`src/rtl/keypad_emulator.sv`:
```
// Scripted 4x4 keypad responder: accepts one key code at a time and answers the
// scanner's column selector with that key's row code for HOLD_SCANS matching scans.
module keypad_emulator #(
  parameter int unsigned HOLD_SCANS = 3,
  parameter int unsigned GAP_CYCLES = 8
) (
  input  logic       clock,
  input  logic       reset,
  input  logic       press_valid,
  input  logic [3:0] key_code,
  output logic       press_ready,
  input  logic [1:0] col_selector,
  output logic [1:0] row_result,
  output logic       valid_out,
  output logic       done
);

  localparam logic [7:0] HoldLast = 8'(HOLD_SCANS - 1);
  localparam logic [7:0] GapLast  = 8'(GAP_CYCLES - 1);

  typedef enum logic [1:0] {StIdle, StPress, StRelease, StDone} state_e;

  state_e     state_q;
  logic [7:0] hold_cnt_q;
  logic [7:0] gap_cnt_q;
  logic [1:0] col_q;
  logic [1:0] row_q;
  logic       done_q;

  logic [1:0] key_col;
  logic [1:0] key_row;
  logic [1:0] active_col;

  // Matrix position of each key; column index counts from the letter column.
  always_comb begin
    key_col = 2'd0;
    key_row = 2'd0;
    unique case (key_code)
      4'h0: {key_col, key_row} = {2'd2, 2'b00};
      4'h1: {key_col, key_row} = {2'd3, 2'b11};
      4'h2: {key_col, key_row} = {2'd2, 2'b11};
      4'h3: {key_col, key_row} = {2'd1, 2'b11};
      4'h4: {key_col, key_row} = {2'd3, 2'b10};
      4'h5: {key_col, key_row} = {2'd2, 2'b10};
      4'h6: {key_col, key_row} = {2'd1, 2'b10};
      4'h7: {key_col, key_row} = {2'd3, 2'b01};
      4'h8: {key_col, key_row} = {2'd2, 2'b01};
      4'h9: {key_col, key_row} = {2'd1, 2'b01};
      4'hA: {key_col, key_row} = {2'd0, 2'b11};
      4'hB: {key_col, key_row} = {2'd0, 2'b10};
      4'hC: {key_col, key_row} = {2'd0, 2'b01};
      4'hD: {key_col, key_row} = {2'd0, 2'b00};
      4'hE: {key_col, key_row} = {2'd1, 2'b00};
      4'hF: {key_col, key_row} = {2'd3, 2'b00};
      default: {key_col, key_row} = {2'd0, 2'b00};
    endcase
  end

  // Combinational from col_selector so it settles before the scanner samples.
  assign active_col  = ~col_selector;
  assign valid_out   = (state_q == StPress) && (active_col == col_q);
  assign row_result  = valid_out ? row_q : 2'b00;
  assign press_ready = (state_q == StIdle);
  assign done        = done_q;

  always_ff @(posedge clock or negedge reset) begin
    if (!reset) begin
      state_q    <= StIdle;
      hold_cnt_q <= 8'd0;
      gap_cnt_q  <= 8'd0;
      col_q      <= 2'd2;  // position of key 0
      row_q      <= 2'b00;
      done_q     <= 1'b0;
    end else begin
      done_q <= 1'b0;
      unique case (state_q)
        StIdle: begin
          if (press_valid) begin
            col_q      <= key_col;
            row_q      <= key_row;
            hold_cnt_q <= 8'd0;
            state_q    <= StPress;
          end
        end
        StPress: begin
          if (valid_out) begin
            hold_cnt_q <= hold_cnt_q + 8'd1;
            if (hold_cnt_q == HoldLast) begin
              gap_cnt_q <= 8'd0;
              state_q   <= StRelease;
            end
          end
        end
        StRelease: begin
          gap_cnt_q <= gap_cnt_q + 8'd1;
          if (gap_cnt_q == GapLast) begin
            done_q  <= 1'b1;
            state_q <= StDone;
          end
        end
        StDone: state_q <= StIdle;
        default: state_q <= StIdle;
      endcase
    end
  end

endmodule
```
`config.mk`:
```
export PLATFORM = sky130hd
export DESIGN_NAME = keypad_emulator
export DESIGN_NICKNAME = d
export VERILOG_FILES = /design/src/rtl/keypad_emulator.sv
export SDC_FILE = /design/constraint.sdc
export NUM_CORES = 1
export LEC_CHECK = 0
export CAP_MARGIN = 5
export CORE_AREA = 2 2 78 80
export DETAILED_ROUTE_END_ITERATION = 10
export DIE_AREA = 0 0 80 82
export HOLD_SLACK_MARGIN = 0.03
export PLACE_DENSITY = 0.43
export SYNTH_ARGS = -nofsm -noshare
export SYNTH_HDL_FRONTEND = slang
export SYNTH_SLANG_ARGS = --single-unit
```
`constraint.sdc`:
```
create_clock -name clock -period 3.2 [get_ports clock]
set_input_delay 0.64 -clock clock [delete_from_list [all_inputs] [get_ports clock]]
set_output_delay 0.64 -clock clock [all_outputs]
set_load 0.05 [all_outputs]
```
==> impl_metrics.yaml <==
critical_path:
  r2r_cells: 6
  crit_chain: "inv_1 -> ha_1 -> clkdlybuf4s50_1"
  cp.required_ns: 2.56
  cp-start-kind: "flop"
  arrival_ns: 1.97
  worstPathMaxFanout: 8
  crit_path_end_kind: "output pin"
  critPathBufInv: 2
  reg2reg_slack_ns: 0.80
  path_class: "flop to output pin"
  slowest_delay_ns: 0.86
  cpLargestDelayFamily: "buffers and inverters"
  r2r-start: "hold_cnt_q[0]"
  cp_slowest_cell: "clkdlybuf4s50_1"
  regToRegEndpoint: "state_q[1]"
route:
  vias: 1323
  postRouteWirelength_um: 3560
  post-route-drc-count: 0
  dr.pass1.iters: 4
  first_iter_violations: 84
  vias_per_cell: 5.148
  ant_nets: 0
  avgRoutedWirePerCell_um: 13.85
global_routing:
  grt_overflow: 0
  grt_pass1_vias: 1249
  grt_pass1_wl_um: 5913
  antenna_found_initial: 0
  grt_start_max_net_pins: 24
  grt_use_total: 0.1169
yosys:
  yosys_warnings: 0
  ys_seq_area_frac: 0.3697
  synth_ff_type: "dfrtp_1"
  synth_top_area_share: 0.3528
  synth-edff-count: 0
  syn_avg_cell_area_um2: 9.287
  yosys_register_bits: 23
  async_flop_share: 1.000
  synth_top_area_cell: "dfrtp_1"
  synth.distinct_cells: 46
  netlist_instances: 168
  synth_fp_nets: 184
  synth_area_um2: 1560
  synth.area.top_cells: "dfrtp_1, ha_1, o21ai_0"
floorplanning:
  start_util: 0.2716
  io_pins: 14
  fp.dieArea_um2: 6560
  die-width_um: 80
  core_area_um2: 5746
  num_rows: 28
  die_h_um: 82
clocking:
  htree_levels: 1
  clock_latency_ns: 0.27
  cts_setup_buffers: 0
  cts.clk_slew.worst_paths_ns: 0.09
  cts_buffers: 3
  cts_tree: "built"
  clockRootBuffer: "clkbuf_8"
  cts_resized: 0
  cts.path.max_buffers: 2
  hold_buffers: 0
  clock-sinks: 23
min_path:
  hold_class: "flop to flop"
  min_path_cells: 2
  hold_end: "row_q[0]"
  hold_start: "row_q[0]"
power:
  ir_worst_vdd_v: 0.0002727
  combinationalPowerShare: 0.517
  leakagePower_nw: 0.8246
  pwr-share-clk: 0.138
  p_int_mw: 0.7441
  powerDensity_nw_per_um2: 733.3
  netSwitchingPower_mw: 0.6100
  power.share.sequential: 0.345
  power.share.switching: 0.4505
timing:
  finalHoldViolCount: 0
  fmax_ghz: 0.3839
  setup_viol: 0
  layout_min_cycle_time_ns: 2.605
  tightest_slew_ns: 0.9339
  slew_viol_final: 0
  fin_skew_ns: 0.01091
  setup_tns_ns: 0
  fin_crit_sh: 0.8141
  max_slew_margin: 0.3729
  grt_setup_unrepaired: "false"
placement:
  globalplace.congestion: 0.7792
  dpl.hpwl_um: 2640
  port_buffers: 13
  place_area_um2: 1802
flow_run:
  drv_cap: 0
final_layout:
  fill_cells: 642
  finalNetCount: 199
  finish.instance_area_um2: 1847
  post-route-util: 0.3214
  antennaDiodeCount: 0
  drive_gt1_frac: 0.1044
  syn2layout_area_growth_pct: 18.36
run_status:
  outcome: "finished, final reports clean"
-- synth_stat cells, types with 2 or more instances --
library cell,instances
a211o_1,5
ha_1,7
a21oi_1,3
a22o_1,4
mux2_2,4
or3_1,2
nor4_1,8
nand2b_1,3
o21ai_0,12
clkbuf_1,6
and2_1,4
o22ai_1,2
nand3_1,10
a21boi_0,2
xnor2_1,2
nand4b_1,3
and3_1,7
inv_1,6
nand2_1,11
nor4b_1,2
nor3_1,4
mux2i_1,4
nor2_1,12
dfrtp_1,22
xor2_1,2
-- power by group through the flow --
stage | registers, mW | logic [mW] | clock network [mW]
6_report | 0.468 | 0.700 | 0.186
2_1_floorplan | 0.453 | 0.523 | 0
3_5_place_dp | 0.473 | 0.705 | 0
4_1_cts | 0.468 | 0.708 | 0.199
5_1_grt | 0.484 | 0.785 | 0.208
3_3_place_gp | 0.470 | 0.693 | 0
-- registers in the layout, summed over array words and instances (netlist names) --
signal / flops
col_q: 2
done: 1
gap_cnt_q: 8
hold_cnt_q: 8
row_q: 2
state_q: 2
-- cells by family after synthesis --
group | Yosys count | synth area share
flip-flops | 23 | 0.3697
AND/OR/NAND/NOR | 72 | 0.2566
XOR/XNOR | 4 | 0.02246
multiplexers | 9 | 0.06175
AO/OA/AOI/OAI | 41 | 0.2045
adder cells (fa/ha/maj) | 7 | 0.05613
buffers and inverters | 12 | 0.02887
-- area by class of cell --
| cell class | count | area [um2] | area share |
|---|---|---|---|
| clock buffer | 4 | 45.04 | 0.02439 |
| inverter | 6 | 22.52 | 0.01220 |
| multi-input combinational | 133 | 938.4 | 0.5081 |
| sequential | 23 | 576.8 | 0.3123 |
| tap | 75 | 93.84 | 0.05081 |
| timing repair buffer | 16 | 170.2 | 0.09214 |
-- through the flow --
stage                     instances  total power, mW  hold WS [ns]  worst slack [ns]
after floorplan                 168           0.9758        0.3444            0.6356
after global placement          253            1.163        0.4640            0.4718
after detailed placement        253            1.179        0.4693            0.4173
after CTS                       257            1.375        0.4904            0.5686
after global routing            257            1.477        0.5045            0.4698
final                           257            1.354        0.4833            0.5949
-- worst min-delay path, stage by stage (launching register included) --
cell	delay, ns
dfrtp_1	0.35
nand2_1	0.04
o21ai_0	0.06
-- worst max path at each step --
stage | startpoint | endpoint | slack [ns] | cells past startpoint
after floorplan | state_q[1] | row_result[0] | 0.64 | 5
after global placement | col_selector[0] | state_q[1] | 0.47 | 5
after detailed placement | col_selector[0] | hold_cnt_q[5] | 0.42 | 5
after CTS | state_q[0] | press_ready | 0.57 | 3
after global routing | state_q[0] | press_ready | 0.47 | 3
final | state_q[0] | press_ready | 0.59 | 3
-- layout by cell type, fill, tap and decap left out, types with 5 or more instances in the layout --
cell type and n:
dfrtp_1 22, nor2_1 12, o21ai_0 12, nand2_1 11
nand3_1 10, clkdlybuf4s50_1 10, nor4_1 8, and3_1 7
ha_1 7, inv_1 6, a211o_1 5
-- layer usage --
| layer | GRT usage | vias to the layer above | part of all wire |
|---|---|---|---|
| met4 | 0.05085 | 0 | 0.011 |
| met3 | 0.009890 | 2 | 0.013 |
| met2 | 0.1858 | 8 | 0.48 |
| met1 | 0.1624 | 647 | 0.50 |
| met5 | 0 | - | 0 |
| li1 | - | 666 | - |
No activity file was read; power rests on OpenSTA's default activity.
